<file path="src/rtl/exp_arbiter.sv">
// Round-robin arbiter/sequencer sharing one exponential-series datapath
// among N requesters, with a watchdog that aborts a stuck run.
module exp_arbiter #(
  parameter int unsigned N       = 4,
  parameter int unsigned XW      = 8,
  parameter int unsigned RW      = 16,
  parameter int unsigned TIMEOUT = 255
) (
  input  logic            clk,
  input  logic            rst,
  input  logic [N-1:0]    req,
  input  logic [N*XW-1:0] x_in,
  output logic [N-1:0]    gnt,
  output logic            done,
  output logic            err,
  output logic [RW-1:0]   result,
  output logic            dp_start,
  output logic [XW-1:0]   dp_x,
  input  logic            dp_ready,
  input  logic [RW-1:0]   dp_result
);

  localparam int unsigned PW = (N > 1) ? $clog2(N) : 1;
  localparam int unsigned IW = PW + 1;
  localparam int unsigned WW = 8;

  localparam logic [2:0] S_IDLE  = 3'd0;
  localparam logic [2:0] S_START = 3'd1;
  localparam logic [2:0] S_RUN   = 3'd2;
  localparam logic [2:0] S_DONE  = 3'd3;
  localparam logic [2:0] S_ERR   = 3'd4;

  logic [2:0]    state;
  logic [2:0]    state_nxt;
  logic [PW-1:0] ptr;
  logic [PW-1:0] ptr_nxt;
  logic [WW-1:0] wd;
  logic [WW-1:0] wd_nxt;
  logic [N-1:0]  gnt_nxt;
  logic [XW-1:0] dp_x_nxt;
  logic [RW-1:0] result_nxt;

  logic          pick_vld_c;
  logic [PW-1:0] pick_c;
  logic [IW-1:0] idx_c;
  logic [XW-1:0] pick_x_c;

  // First pending request scanning upward from ptr, wrapping at N
  always_comb begin
    pick_vld_c = 1'b0;
    pick_c     = '0;
    idx_c      = '0;
    for (int unsigned i = 0; i < N; i++) begin
      idx_c = IW'(ptr) + IW'(i);
      if (idx_c >= IW'(N)) begin
        idx_c = idx_c - IW'(N);
      end
      if (!pick_vld_c && req[PW'(idx_c)]) begin
        pick_vld_c = 1'b1;
        pick_c     = PW'(idx_c);
      end
    end
  end

  // Operand lane of the selected requester
  always_comb begin
    pick_x_c = '0;
    for (int unsigned i = 0; i < N; i++) begin
      if (PW'(i) == pick_c) begin
        pick_x_c = x_in[i*XW +: XW];
      end
    end
  end

  // Next-state and next-register values; watchdog overrides the normal exit
  always_comb begin
    state_nxt  = state;
    ptr_nxt    = ptr;
    wd_nxt     = wd;
    gnt_nxt    = gnt;
    dp_x_nxt   = dp_x;
    result_nxt = result;
    case (state)
      S_IDLE: begin
        if (pick_vld_c && dp_ready) begin
          state_nxt = S_START;
          gnt_nxt   = N'(1) << pick_c;
          dp_x_nxt  = pick_x_c;
          ptr_nxt   = (32'(pick_c) == N - 1) ? '0 : PW'(pick_c + 1'b1);
          wd_nxt    = '0;
        end
      end
      S_START, S_RUN: begin
        if (wd == WW'(TIMEOUT)) begin
          state_nxt = S_ERR;
        end else begin
          wd_nxt = wd + 1'b1;
          if (state == S_START && !dp_ready) begin
            state_nxt = S_RUN;
          end else if (state == S_RUN && dp_ready) begin
            state_nxt  = S_DONE;
            result_nxt = dp_result;
          end
        end
      end
      S_DONE, S_ERR: begin
        state_nxt = S_IDLE;
        gnt_nxt   = '0;
      end
      default: begin
        state_nxt = S_IDLE;
        gnt_nxt   = '0;
      end
    endcase
  end

  // State, datapath-side registers and registered state decodes
  always_ff @(posedge clk) begin
    if (rst) begin
      state    <= S_IDLE;
      ptr      <= '0;
      wd       <= '0;
      gnt      <= '0;
      dp_x     <= '0;
      result   <= '0;
      done     <= 1'b0;
      err      <= 1'b0;
      dp_start <= 1'b0;
    end else begin
      state    <= state_nxt;
      ptr      <= ptr_nxt;
      wd       <= wd_nxt;
      gnt      <= gnt_nxt;
      dp_x     <= dp_x_nxt;
      result   <= result_nxt;
      done     <= (state_nxt == S_DONE);
      err      <= (state_nxt == S_ERR);
      dp_start <= (state_nxt == S_START);
    end
  end

endmodule

</file>
<file path="config.mk">
export PLATFORM = sky130hd
export DESIGN_NAME = exp_arbiter
export DESIGN_NICKNAME = d
export VERILOG_FILES = /design/src/rtl/exp_arbiter.sv
export SDC_FILE = /design/constraint.sdc
export NUM_CORES = 1
export LEC_CHECK = 0
export ABC_AREA = 1
export CAP_MARGIN = 20
export CORE_MARGIN = 2
export CORE_UTILIZATION = 41
export DETAILED_ROUTE_END_ITERATION = 10
export HOLD_SLACK_MARGIN = 0.15
export PLACE_DENSITY = 0.76
export SLEW_MARGIN = 20
export SYNTH_ARGS = -nofsm -noshare
export SYNTH_HDL_FRONTEND = slang
export SYNTH_SLANG_ARGS = --single-unit
export TNS_END_PERCENT = 1
</file>
<file path="constraint.sdc">
create_clock -name clk -period 7 [get_ports clk]
set_input_delay 1.05 -clock clk [delete_from_list [all_inputs] [get_ports clk]]
set_output_delay 1.05 -clock clk [all_outputs]
set_load 0.02 [all_outputs]
</file>
# [After elaboration in Yosys (flattened, before gate mapping)]
# Index checks and enable logic that the tools add are counted.
[totals] input_bits=55 elab_cells=95 ff_bits=44
[classes] n_shift=1 n_addsub=9 n_eq_ne=12 n_bitwise=3 n_mux=35 order_cmp=8 reduce_logical=18
[ops] op="2-to-1 mux 8 bit" n=6
[ops] op="2-to-1 mux 2 bit" n=9
[ops] op="one-hot mux 8 bit (2 select lines)" n=1
[ops] op="less-than comparator 2 x 3 -> 1 bit (second input constant)" n=4
[ops] op="2-to-1 mux 3 bit" n=4
[ops] op="greater-or-equal comparator 3 bit (second input constant)" n=3
[ops] op="adder 8 x 1 -> 8 bit (second input constant)" n=1
[ops] op="binary-select mux 1 bit (select 2 bit)" n=4
[ops] op="== test 8 bit (second input constant)" n=1
[ops] op="2-to-1 mux 1 bit" n=8
[ops] op="one-hot mux 4 bit (2 select lines)" n=1
[ops] op="subtractor 2 x 1 -> 2 bit (second input constant)" n=4
[ops] op="adder 2 x 2 -> 3 bit (second input constant)" n=2
[ops] op="== test 3 x 1 -> 1 bit (second input constant)" n=2
[ops] op="== test 3 x 2 -> 1 bit (second input constant)" n=2
[ops] op="logical AND 1 bit" n=6
[ops] op="one-hot mux 3 bit (2 select lines)" n=1
[ops] op="== test 2 bit (first input constant)" n=2
[ops] op="logical NOT 1 bit" n=4
[ops] op="2-to-1 mux 4 bit" n=1
[ops] op="inequality test 2 bit (second input constant)" n=2
[ops] op="AND reduction 2 bit" n=2
[ops] op="AND reduction 4 bit" n=1
[ops] op="<< shifter 1 x 2 -> 4 bit (first input constant)" n=1
[ops] op="other kinds (12)" n=14

# [Depth between registers and ports, before layout]
# Gate-level depths: netlist of the first run.
[logic_depth] depth_word=19 ltp_mapped=22

# [Worst setup path after synthesis of the first run]
# Ideal clock, no wire load.
[synth_timing] kind="in2reg" from="input port req[3]" to="register dp_x[0]" path_buffers=1 setup_slack_ps=3805 stages=21 setup_ps=71 arrival_ps=3125 path_cell_list="inv_1 -> nand2_1 -> nand2_1 -> nor2_1 -> nor2_1 -> nor2_1 -> nor2_1 -> xor2_1 -> inv_1 -> nand2_1 -> inv_1 -> ha_1 -> buf_2 -> nor2_2 -> nand2_1 -> nand2_1 -> o21ai_0 -> nand2_1 -> o21ai_0 -> or2_1 -> a21oi_1"
[synth_between] elab_chain_cells=17 elab_cells_between_ends=32
[synth_rtl] element="start, declared" line="11" source="input logic [N-1:0] req,"
[synth_rtl] element="binary-select mux 1 bit (select 2 bit)" line="58" source="if (!pick_vld_c && req[PW'(idx_c)]) begin"
[synth_rtl] element="2-to-1 mux 1 bit (not written as such)" line="58"
[synth_rtl] element="2-to-1 mux 1 bit" line="58"
[synth_rtl] element="logical NOT 1 bit" line="58"
[synth_rtl] element="logical AND 1 bit" line="58"
[synth_rtl] element="2-to-1 mux 1 bit" line="58"
[synth_rtl] element="logical NOT 1 bit" line="58"
[synth_rtl] element="logical AND 1 bit" line="58"
[synth_rtl] element="2-to-1 mux 1 bit" line="58"
[synth_rtl] element="logical NOT 1 bit" line="58"
[synth_rtl] element="logical AND 1 bit" line="58"
[synth_rtl] element="2-to-1 mux 2 bit" line="58"
[synth_rtl] element="logical NOT 2 bit" line="69" source="if (PW'(i) == pick_c) begin"
[synth_rtl] element="2-to-1 mux 8 bit (4 in series)" line="69"
[synth_rtl] element="end signal, assigned" line="134" source="dp_x <= dp_x_nxt;"
[synth_rtl] element="end, declared" line="18" source="output logic [XW-1:0] dp_x,"
# Several ways; a longest one is shown, not always the timed one. The select of a mux whose other input is x is not followed.
# A chain may end at the register's enable or synchronous reset.

# [Worst setup path in the final report of the first run]
[layout_timing] from="input port req[3]" to="register dp_x[7]"
# The elaborated chain is that of the path after synthesis.

==> results.toml, run 1 <==
[setup_path]
r2r-start = "ptr[0]$_SDFFE_PP0P_"
r2r_slack_ns = 3.93
crit_path_cell_trace = "clkdlybuf4s50_1 > inv_1 > nand2_1 > nand2_1 > nor2_1 > nor2_1 > nor2_1 > nor2_1 > xor2_1 > inv_1 > nand2_1 > inv_1 > ha_1 > nor2_2 > nand2_1 > nand2_1 > o21ai_0 > nand2_1 > o21ai_0 > or2_1 > a21oi_1"
worst-path-buf-inv = 4
path_max_fanout = 10
worstSetupPathType = "input port to register"
r2r-end = "dp_x[7]$_SDFFE_PP0P_"
ff2ff_path_depth = 19
end_kind = "register"
cp.arrival_ns = 3.91
cp_common_cell = "nand2_1"
cpMaxStageDelayCell = "clkdlybuf4s50_1"
start_kind = "input port"
critical_path_required_ns = 7.22
cpPeakStageDelay_ns = 0.41
critPathTopFamily = "simple AND/OR/NAND/NOR gates"

[clocking]
insertion_delay_ns = 0.30
clock_path_buffers = 2
cts_resized = 0
tritoncts = "built"
hold_buffers = 0
cts_made_buffers = 5
h-tree-depth = 2
cts_setup_buffers = 0
cts_sinks = 44
clk_pin_slew_ns = 0.09
clockRootBuffer = "clkbuf_8"

[cells_and_area]
diodes = 0
multi_input_area_um2 = 1191
register_area_um2 = 880.8
drive_above_1_share_pct = 4.067
fill_cells = 477
stdcell_count = 488
syn2layout_area_growth_pct = 43.97
fin_nets = 477

[routing]
wl_per_cell_um = 11.31
via_per_inst = 4.807
post-route-drc-count = 0
finalWirelength_um = 5519
drtIter0Drc = 67
dr.pass1.iters = 4
ant_nets = 0
dr_total_vias = 2346

[die]
start_util_pct = 43.08
num_rows = 26
coreArea_um2 = 5205
die_h_um = 77.95
die_w_um = 77.95
dieArea_um2 = 6076
num_io_pins = 86

[timing]
post-route-period-util_pct = 52.70
slew_violations = 0
timing.fmax_mhz = 271.1
tightest_slew_ns = 0.8897
post-route-min-period_ns = 3.689
maxSlewHeadroom_pct = 40.50
hold_viol = 0
setup_viol = 0
grt_setup_unrepaired = "no"
setup_tns_ns = 0
skew_ns = 0.008829
fin_ws_ns = 3.311

[placement]
place_hpwl_um = 4073
dp_cells = 480
gp_congestion = 0.9261
dpl_worst_slack_ns = 2.999
port_buffers = 85

[run]
cap_violations = 0

[grt]
antenna_found_initial = 0
grt.overflow.total = 0
grt_max_degree = 25
first_global_vias = 2188
grt_pass1_wl_um = 9315
gr-usage-all-layers_pct = 19.02

[synth]
syn_area_um2 = 2242
synth-seq-area-share_pct = 39.29
syn_area_per_cell_um2 = 6.653
async_reset_ff_share_pct = 0
synthDistinctLibCells = 27
synthesis.nets = 397
synth_edf_count = 0
ys.flop_type = "dfxtp_1"
synthCells = 337
yosys_register_bits = 44
yosys_warnings = 0

[pwr]
leakage_nw = 1.322
vdd.ir_drop.worst_uv = 160.4
p_per_area_nw_per_um2 = 371.1

[hold_path]
worstHoldPathCells = 2
hold_path.class = "register to register"
min_delay_worst_endpoint = "gnt[0]$_SDFFE_PP0P_"
min_from = "gnt[0]$_SDFFE_PP0P_"

[outcome]
status = "finished clean"
==> metal layers <==
layer  up-vias  share of wire, %  global-route usage (%)
li1       1234                 -                       -
met1      1021                45                   23.25
met2        82                44                   30.95
met3         9               8.8                   6.628
met4         0               1.5                   6.842
met5         -                 0                       0
==> sequential cells by signal, indices dropped and copies added, names as in the netlist <==
name	count
result	16
dp_x	8
wd	8
gnt	4
state	3
ptr	2
done	1
dp_start	1
err	1
==> cell families (layout without fill, tap and decap cells) <==
logic type / Yosys count / count (layout) / synth area share, %
buffers and inverters: 38 / 119 / 7.589
xor gates and xnor gates: 6 / 6 / 2.344
adders and majority gates: 5 / 5 / 2.790
AOI/OAI and AO/OA: 68 / 68 / 15.18
and+or+nand+nor: 176 / 176 / 32.81
DFF: 44 / 44 / 39.29
==> worst max-delay path by stage <==
stage	endpoint	slack [ns]	startpoint	cells past startpoint
2_1_floorplan	dp_x[0]$_SDFFE_PP0P_	3.80	req[3]	21
3_3_place_gp	dp_x[4]$_SDFFE_PP0P_	3.08	req[3]	21
3_5_place_dp	dp_x[7]$_SDFFE_PP0P_	3.00	req[3]	21
4_1_cts	dp_x[7]$_SDFFE_PP0P_	3.31	req[3]	21
5_1_grt	dp_x[7]$_SDFFE_PP0P_	2.89	req[1]	21
6_report	dp_x[7]$_SDFFE_PP0P_	3.31	req[3]	21
==> synth_stat cells (all sizes together), types with 2 or more instances <==
master / n / area share (%)
nand2: 94 / 16
nor2: 55 / 9.7
dfxtp: 44 / 39
o21ai: 38 / 8.5
a21oi: 30 / 6.7
inv: 26 / 4.6
nand3: 14 / 3.6
or2: 8 / 2.2
clkbuf: 7 / 1.2
buf: 5 / 1.8
ha: 5 / 2.8
xor2: 4 / 1.6
nor3: 3 / 0.67
xnor2: 2 / 0.78
==> final cells by class <==
class,count,share of cell area [%]
timing repair buffer,85,26.36
inverter,26,3.178
clock buffer,5,2.132
tap,70,2.713
clock inverter,3,1.434
sequential,44,27.29
multi-input combinational,255,36.90
==> stage by stage <==
| step | utilization (%) | area (um^2) | total power [mW] | hold WS, ns |
|---|---|---|---|---|
| floorplan | - | 2242 | 0.8198 | 0.4581 |
| global placement | 59.81 | 3113 | 0.9915 | 0.4510 |
| detailed placement | 59.81 | 3113 | 1.004 | 0.4555 |
| CTS | 62.02 | 3228 | 1.205 | 0.4690 |
| global route | 62.02 | 3228 | 1.322 | 0.4950 |
| finish | 62.02 | 3228 | 1.198 | 0.4675 |
==> power by group <==
| part | internal (mW) | switching [mW] |
|---|---|---|
| clock | 0.108 | 0.0932 |
| sequential | 0.291 | 0.0282 |
| combinational | 0.276 | 0.402 |
| total | 0.675 | 0.523 |
==> layout by cell type (no fill, tap or decap), drive strengths merged, types with 5 or more instances in the layout <==
cell / count
nor2: 55
clkdlybuf4s50: 85
nand3: 14
or2: 8
nand2: 94
dfxtp: 44
o21ai: 38
ha: 5
a21oi: 30
inv: 27
clkbuf: 5
==> tightest hold or removal path: cells and delay by family, from the launching register on <==
kind	cells	cell delay [ns]
and+or+nand+nor	1	0.06
DFF	1	0.32
AOI/OAI and AO/OA	1	0.05
Power figures use the tool's default switching activity.
==> inputs of run 2 (changes only) <==
clock period = 3.4 ns   (was 7 ns; I/O delays follow)
==> results.toml, run 2 (synthesized netlist as in run 1, its figures left out) <==
[outcome]
status = "finished clean"

[die]
dieArea_um2 = 6076
num_rows = 26
num_io_pins = 86
die_w_um = 77.95
coreArea_um2 = 5205
die_h_um = 77.95
start_util_pct = 43.08

[placement]
placed_cell_area_um2 = 3128
gp_congestion = 0.8437
port_buffers = 85
place_hpwl_um = 4206
dp_cells = 482

[timing]
setup_tns_ns = 0
skew_ns = 0.005712
grt_setup_unrepaired = "no"
slew_violations = 0
maxSlewHeadroom_pct = 67.72
tightest_slew_ns = 0.4837
timing.fmax_mhz = 336.1
post-route-period-util_pct = 87.52
setup_viol = 0
post-route-min-period_ns = 2.976
holdWs_ns = 0.4681
hold_viol = 0

[setup_path]
crit_path_cell_trace = "clkdlybuf4s50_1 > inv_1 > nand2_1 > nand2_1 > nor2_1 > nor2_1 > nor2_1 > nor2_1 > xor2_1 > inv_1 > nand2_1 > inv_1 > ha_1 > nor2_2 > nand2_1 > nand2_1 > o21ai_0 > nand2_1 > o21ai_0 > or2_1 > a21oi_1"
cp.arrival_ns = 3.21
r2r_slack_ns = 0.50
path_max_fanout = 8
cp_common_cell = "nand2_1"
start_kind = "input port"
cp-startpoint = "req[3]"
end_kind = "register"
critical_path_required_ns = 3.63
worstSetupPathType = "input port to register"
cpPeakStageDelay_ns = 0.42
r2r-end = "dp_x[4]$_SDFFE_PP0P_"
r2r-start = "ptr[0]$_SDFFE_PP0P_"
cpMaxStageDelayCell = "clkdlybuf4s50_1"
ff2ff_path_depth = 19

[routing]
post-route-drc-count = 0
ant_nets = 0
wl_per_cell_um = 11.27
finalWirelength_um = 5522
dr.pass1.iters = 4
via_per_inst = 4.718
drtIter0Drc = 97
dr_total_vias = 2312

[clocking]
tritoncts = "built"
h-tree-depth = 2
cts_sinks = 44
clk_pin_slew_ns = 0.08
clockRootBuffer = "clkbuf_8"
clock_path_buffers = 2
cts_setup_buffers = 0
cts_resized = 0
hold_buffers = 0
insertion_delay_ns = 0.30
cts_made_buffers = 5

[cells_and_area]
fin_nets = 479
drive_above_1_share_pct = 4.524
reg.largest.list = "result x16, dp_x x8, wd x8"
multi_input_area_um2 = 1191
fill_cells = 509
stdcell_count = 490
largest_register_ff_count = 16
fin_area_um2 = 3226
register_area_um2 = 880.8
syn2layout_area_growth_pct = 43.86
final_common_cell = "nand2_1"
regMostFlops = "result"
diodes = 0
final_cell_mix = "nand2_1 (91), clkdlybuf4s50_1 (85), nor2_1 (53)"

[grt]
gr-usage-all-layers_pct = 18.92
grt.overflow.total = 0
grt_pass1_wl_um = 9321
grt_max_degree = 25
first_global_vias = 2150
antenna_found_initial = 0

[hold_path]
hold_path.class = "register to register"
worstHoldPathCells = 2
min_from = "gnt[2]$_SDFFE_PP0P_"
min_delay_worst_endpoint = "gnt[2]$_SDFFE_PP0P_"

[run]
cap_violations = 0

[pwr]
total_power_mw = 2.422
p_per_area_nw_per_um2 = 750.9
leakage_nw = 1.320
vdd.ir_drop.worst_uv = 439.5
[run 2: changes by cell type in the layout (fill, tap and decap cells not counted), sizes merged]
cell	delta
buf	+2
clkinvlp	+1
bufinv	-1
clkbuf	+1
inv	-1
[run 2: layout make-up]
class / instances / share of cell area [%]
Tap cell: 70 / 2.715
Inverter: 26 / 3.181
Clock buffer: 6 / 2.560
Timing Repair Buffer: 87 / 26.84
Multi-Input combinational cell: 255 / 36.93
Sequential cell: 44 / 27.31
Clock inverter: 2 / 0.4655
[run 2: worst max-delay path by stage]
stage,end,slack (ns),cells past startpoint
floorplan,dp_x[0]$_SDFFE_PP0P_,0.74,21
global placement,dp_x[4]$_SDFFE_PP0P_,0.14,21
detailed placement,dp_x[4]$_SDFFE_PP0P_,0.11,21
CTS,dp_x[4]$_SDFFE_PP0P_,0.42,21
global route,dp_x[4]$_SDFFE_PP0P_,0.08,21
finish,dp_x[4]$_SDFFE_PP0P_,0.42,21
[run 2: worst max-delay path: cells and delay by family]
kind                     cells  cell delay (ns)
XOR/XNOR                     1             0.18
AO/OA/AOI/OAI                3             0.30
adder cells (fa/ha/maj)      1             0.21
buffers and inverters        4             0.60
AND/OR/NAND/NOR             12             1.40
[run 2: per-layer routing]
layer | wire (um) | vias to the layer above | GRT usage, %
met1 | 2552 | 993 | 23.24
met4 | 61 | 0 | 5.263
li1 | - | 1232 | -
met2 | 2361 | 82 | 31.29
met5 | 0 | - | 0
met3 | 547 | 5 | 6.744
[run 2: per-stage QoR]
stage / worst slack (ns) / utilization, %
2_1_floorplan: 0.7448 / -
3_3_place_gp: 0.1403 / 60.10
3_5_place_dp: 0.1070 / 60.10
4_1_cts: 0.4180 / 61.97
5_1_grt: 0.07860 / 61.97
6_report: 0.4244 / 61.97
[run 2: where the power goes]
part           leakage [nW]  total (mW)  internal (mW)  switching [mW]
clock network        0.0434       0.345          0.164           0.181
logic                 0.920        1.42          0.587           0.833
registers             0.357       0.657          0.599          0.0572
==> inputs of run 3 (changes only) <==
GPL_ROUTABILITY_DRIVEN = 1   (was default)
PLACE_DENSITY = 0.79   (was 0.76)
RECOVER_POWER = 50   (was default)
==> results.toml, run 3 (synthesized netlist as in run 1, its figures left out) <==
[pwr]
switching_share_pct = 43.78
leakage_nw = 1.444
power_switching_mw = 1.092
p_per_area_nw_per_um2 = 766.8
comb_power_share_pct = 57.1
vdd.ir_drop.worst_uv = 399.8
p_clk_share_pct = 16.6
seqPwrFrac_pct = 26.2
p_int_mw = 1.402

[die]
num_io_pins = 86
die_h_um = 77.95
num_rows = 26
coreArea_um2 = 5205
die_w_um = 77.95
start_util_pct = 43.08
dieArea_um2 = 6076

[setup_path]
ff2ff_path_depth = 19
cpPeakStageDelay_ns = 0.42
critPathTopFamily = "simple AND/OR/NAND/NOR gates"
path_depth = 21
r2r_slack_ns = 0.52
critical_path_required_ns = 3.64
start_kind = "input port"
cp.arrival_ns = 3.18
r2r-start = "ptr[0]$_SDFFE_PP0P_"
worstSetupPathType = "input port to register"
crit_path_cell_trace = "clkdlybuf4s50_1 > inv_1 > nand2_1 > nand2_1 > nor2_1 > nor2_1 > nor2_1 > nor2_1 > xor2_1 > inv_1 > nand2_1 > inv_1 > ha_1 > nor2_2 > nand2_1 > nand2_1 > o21ai_0 > nand2_1 > o21ai_0 > or2_1 > a21oi_1"
r2r-end = "dp_x[6]$_SDFFE_PP0P_"
cp_common_cell = "nand2_1"
cpMaxStageDelayCell = "clkdlybuf4s50_1"
worst-path-buf-inv = 4
end_kind = "register"
path_max_fanout = 8

[routing]
ant_nets = 0
finalWirelength_um = 5651
dr.pass1.iters = 4
wl_per_cell_um = 11.49
dr_total_vias = 2381
via_per_inst = 4.839
post-route-drc-count = 0
drtIter0Drc = 73

[cells_and_area]
largest_register_ff_count = 16
regMostFlops = "result"
fin_area_um2 = 3253
reg.largest.list = "result x16, dp_x x8, wd x8"
final_common_cell = "nand2_1"
syn2layout_area_growth_pct = 45.09
fin_nets = 481
stdcell_count = 492
final_cell_mix = "nand2_1 (93), clkdlybuf4s50_1 (54), nor2_1 (53)"
drive_above_1_share_pct = 4.502
diodes = 0

[grt]
grt_pass1_wl_um = 9418
grt_max_degree = 25
first_global_vias = 2268
antenna_found_initial = 0
gr-usage-all-layers_pct = 19.07
grt.overflow.total = 0

[timing]
slew_violations = 0
hold_viol = 0
fin_ws_ns = 0.4612
setup_viol = 0
post-route-min-period_ns = 2.939
grt_setup_unrepaired = "no"
maxSlewHeadroom_pct = 68.23
post-route-period-util_pct = 86.44
timing.fmax_mhz = 340.3
skew_ns = 0.006171
tightest_slew_ns = 0.4754
setup_tns_ns = 0

[hold_path]
min_from = "gnt[2]$_SDFFE_PP0P_"
min_delay_worst_endpoint = "gnt[2]$_SDFFE_PP0P_"
hold_path.class = "register to register"
worstHoldPathCells = 2

[clocking]
h-tree-depth = 2
clk_pin_slew_ns = 0.09
cts_made_buffers = 5
cts_sinks = 44
tritoncts = "built"
insertion_delay_ns = 0.30
clockRootBuffer = "clkbuf_8"
cts_setup_buffers = 0
clock_path_buffers = 2
cts_resized = 0
hold_buffers = 0

[placement]
place_hpwl_um = 4186
dpl_worst_slack_ns = 0.1644
dp_cells = 484
port_buffers = 85
placed_cell_area_um2 = 3143
gp_congestion = 0.9129

[run]
cap_violations = 0

[outcome]
status = "finished clean"
run 3: cell types whose count changed in the layout (fill, tap and decap cells not counted), sizes merged:
cell	before	now
clkdlybuf4s50	85	54
dlygate4sd3	0	31
buf	2	4
bufinv	0	1
clkbuf	6	5
clkinvlp	2	1
inv	26	27
run 3: metal layers:
layer	part of all wire, %	GRT usage (%)	vias to the layer above
li1	-	-	1235
met1	45	21.81	1051
met2	45	33.19	90
met3	9.7	7.209	5
met4	1.0	5.263	0
met5	0	0	-
run 3: how the worst max path moves through the flow:
stage | startpoint | to
2_1_floorplan | req[3] | dp_x[0]$_SDFFE_PP0P_
3_3_place_gp | req[2] | dp_x[2]$_SDFFE_PP0P_
3_5_place_dp | req[3] | dp_x[0]$_SDFFE_PP0P_
4_1_cts | req[3] | dp_x[0]$_SDFFE_PP0P_
5_1_grt | req[2] | dp_x[5]$_SDFFE_PP0P_
6_report | req[3] | dp_x[6]$_SDFFE_PP0P_
run 3: worst reg2reg max path, cell delays in order, from the launching register on:
cell	delay, ns
dfxtp_1	0.55
nand2_1	0.13
nand2_1	0.08
nor2_1	0.05
nor2_1	0.16
nor2_1	0.06
nor2_1	0.12
xor2_1	0.19
inv_1	0.06
nand2_1	0.10
inv_1	0.07
ha_1	0.22
nor2_2	0.28
nand2_1	0.09
nand2_1	0.07
o21ai_0	0.08
nand2_1	0.06
o21ai_0	0.09
or2_1	0.24
a21oi_1	0.11
run 3: cell type report:
cell class / instances / area (um^2)
Sequential cell: 44 / 880.8
Tap cell: 70 / 87.58
Multi-Input combinational cell: 255 / 1186
Inverter: 26 / 102.6
Clock inverter: 3 / 46.29
Fill cell: 488 / 1952
Timing Repair Buffer: 89 / 880.8
Clock buffer: 5 / 68.82
run 3: power by group through the flow:
stage          clock network, mW  logic (mW)  registers [mW]
2_1_floorplan                  0       0.953           0.735
3_3_place_gp                   0        1.43           0.667
3_5_place_dp                   0        1.45           0.669
4_1_cts                    0.425        1.46           0.658
5_1_grt                    0.447        1.64           0.668
6_report                   0.414        1.43           0.655
run 3: through the flow:
stage / utilization (%) / hold slack [ns] / power (mW)
final: 62.50 / 0.4601 / 2.495
after detailed placement: 60.38 / 0.4536 / 2.117
after CTS: 62.60 / 0.4673 / 2.539
after global routing: 62.50 / 0.4831 / 2.752
after floorplan: - / 0.4581 / 1.688
after global placement: 60.38 / 0.4500 / 2.094
==> RTL edit (flow settings as in run 2) <==
`RW`: 16 -> 15.
--- a/src/rtl/exp_arbiter.sv
+++ b/src/rtl/exp_arbiter.sv
@@ -3,7 +3,7 @@
 module exp_arbiter #(
   parameter int unsigned N       = 4,
   parameter int unsigned XW      = 8,
-  parameter int unsigned RW      = 16,
+  parameter int unsigned RW      = 15,
   parameter int unsigned TIMEOUT = 255
 ) (
   input  logic            clk,
Interface: changed (resized dp_result and result); port bits go from 86 to 84. The function was not compared with the original's and may differ.
==> RTL edit against run 2 <==
- area after synthesis grew 1.4%
- hold slack lost 0.00063 ns
- first-iteration DRC count grew 25%
- design area grew 0.89%
- worst setup slack lost 0.042 ns
- sequential cell count shrank 1
- routed wire length grew 4.9%
- count of clock-buffer cells in the layout shrank 1
- synthesized cell count shrank 1.2%
- total power grew 4.5%
- clock power grew 21%
- largest cell class unchanged
- largest power group unchanged
==> RTL edit: results (changes against run 2) <==
- Status: finished clean
- Arrival time worst endpoint: 3.26 ns (+0.05 ns)
- Synth cell count leaders: nand2_1 (105), dfxtp_1 (43), a21oi_1 (36)
- Crit-path max FO: 8 (unchanged)
- Synth top area cells: dfxtp_1 (38%), nand2_1 (17%), a21oi_1 (7.9%), nand3_1 (6.2%), o21ai_0 (4.4%)
- First DRT Iteration DRCs: 121 (+25%)
- Final #Nets: 471 (-1.7%)
- DRT Pass-1 Iters: 4 (unchanged)
- Largest net degree at the start of global routing: 41 (+64%)
- WHS Path Cells: 2 (unchanged)
- Final Hold Vio Count: 0 (unchanged)
- Leakage: 0.00130 uW (-1.7%)
- Vias in the first global route: 2364 (+10%)
- Seq/Total Area, Yosys: 37.9% (-1.4 points)
- Clk_lat worst skew: 0.31 ns
- Yosys cell types: 31 (+15%)
- Final setup vio count: 0 (unchanged)
- Vias: 2385 (+3.2%)
- Hold path startpoint: result[0]$_SDFFE_PP0P_
- H-tree levels: 2 (unchanged)
- Setup crit end: dp_x[3]$_SDFFE_PP0P_
- Asr flop ratio synth: 0% (unchanged)
- Rel. slew slack: 50.2% (-18 points)
- Worst VDD drop: 0.493 mV (+12%)
- CTS Root Cell: clkbuf_8
- Post_cts resized: 0 (unchanged)
- Antenna violations before repair: 0 (unchanged)
- GP Congestion: 0.848 (+0.47%)
- Post-DP HPWL: 4300 um (+2.2%)
- Top flop regs: result: 15 flops, dp_x: 8 flops, wd: 8 flops
- Filler cells: 481 (-5.5%)
- Share of post-route cells with drive strength above 1: 8.23% (+3.7 points)
- Max-cap viol count: 0 (unchanged)
- Switch share: 44.3% (+0.047 points)
- GRT Total Usage: 20.0% (+1.0 points)
- R2r setup slk: 0.43 ns (-0.07 ns)
- Reg-to-reg startpoint: ptr[0]$_SDFFE_PP0P_
- Synth Net Count: 392 (-1.3%)
- Hold Path Class: reg -> reg
- WL final: 5790 um (+4.9%)
- Setup Skew: 0.0104 ns (+0.00465 ns)
- Global-route wire length before repair: 9930 um (+6.5%)
- Buffers added on ports: 83 (-2.4%)
RTL edit: worst min-delay path by stage:
stage,to
2_1_floorplan,wd[1]$_SDFFE_PP0P_
3_3_place_gp,result[8]$_SDFFE_PP0P_
3_5_place_dp,result[0]$_SDFFE_PP0P_
4_1_cts,result[0]$_SDFFE_PP0P_
5_1_grt,result[12]$_SDFFE_PP0P_
6_report,result[0]$_SDFFE_PP0P_
RTL edit: layout make-up:
class	count	area, um^2	share of cell area [%]
repair buffers	86	853	26.2
clock buffers	5	68.8	2.11
multi-input cells	254	1250	38.3
flip-flops and latches	43	861	26.5
inverters	22	87.6	2.69
clock inverters	3	47.5	1.46
well taps	72	90.1	2.77
RTL edit: worst max-delay path, cell delays in order:
cell	delay (ns)
clkdlybuf4s50_1	0.42
inv_1	0.06
nand2_1	0.06
nand2_1	0.08
nor2_1	0.05
nor2_1	0.20
nor2_1	0.06
nor2_1	0.12
xor2_1	0.19
inv_1	0.06
nand2_1	0.10
inv_1	0.07
ha_1	0.23
nor2_2	0.29
nand2_1	0.08
nand2_1	0.06
o21ai_0	0.10
nand2_1	0.07
o21ai_0	0.09
or2_1	0.25
a21oi_2	0.10
RTL edit: power by group through the flow:
stage | Combinational [uW] | Clock [uW] | Sequential (uW)
2_1_floorplan | 983 | 0 | 722
3_3_place_gp | 1440 | 0 | 662
3_5_place_dp | 1470 | 0 | 662
4_1_cts | 1480 | 425 | 653
5_1_grt | 1670 | 438 | 662
6_report | 1460 | 417 | 654
RTL edit: cell families (layout without fill, tap and decap cells):
logic type / after synthesis / count (layout) / synth area share (%)
flip-flops: 43 / 43 / 37.9
AND/OR/NAND/NOR: 179 / 179 / 34.5
XOR/XNOR: 6 / 6 / 2.31
buffers and inverters: 36 / 116 / 7.32
AO/OA/AOI/OAI: 64 / 64 / 15.2
adder cells (fa/ha/maj): 5 / 5 / 2.75
RTL edit: routing by layer:
layer,vias up,part of all wire [%],global-route usage (%)
li1,1232,-,-
met1,1084,43,22.6
met2,61,48,35.3
met3,8,7.2,5.98
met4,0,1.4,7.54
met5,-,0,0
RTL edit: per-stage QoR:
stage	area (um^2)	setup slack, ns	utilization [%]	hold slack (ns)	std cells
3_3_place_gp	3140	0.173	57.7	0.448	477
3_5_place_dp	3140	0.0350	57.7	0.452	477
6_report	3250	0.383	59.8	0.467	485
2_1_floorplan	2270	0.735	-	0.457	333
5_1_grt	3250	0.0476	59.8	0.486	485
4_1_cts	3250	0.363	59.8	0.466	485
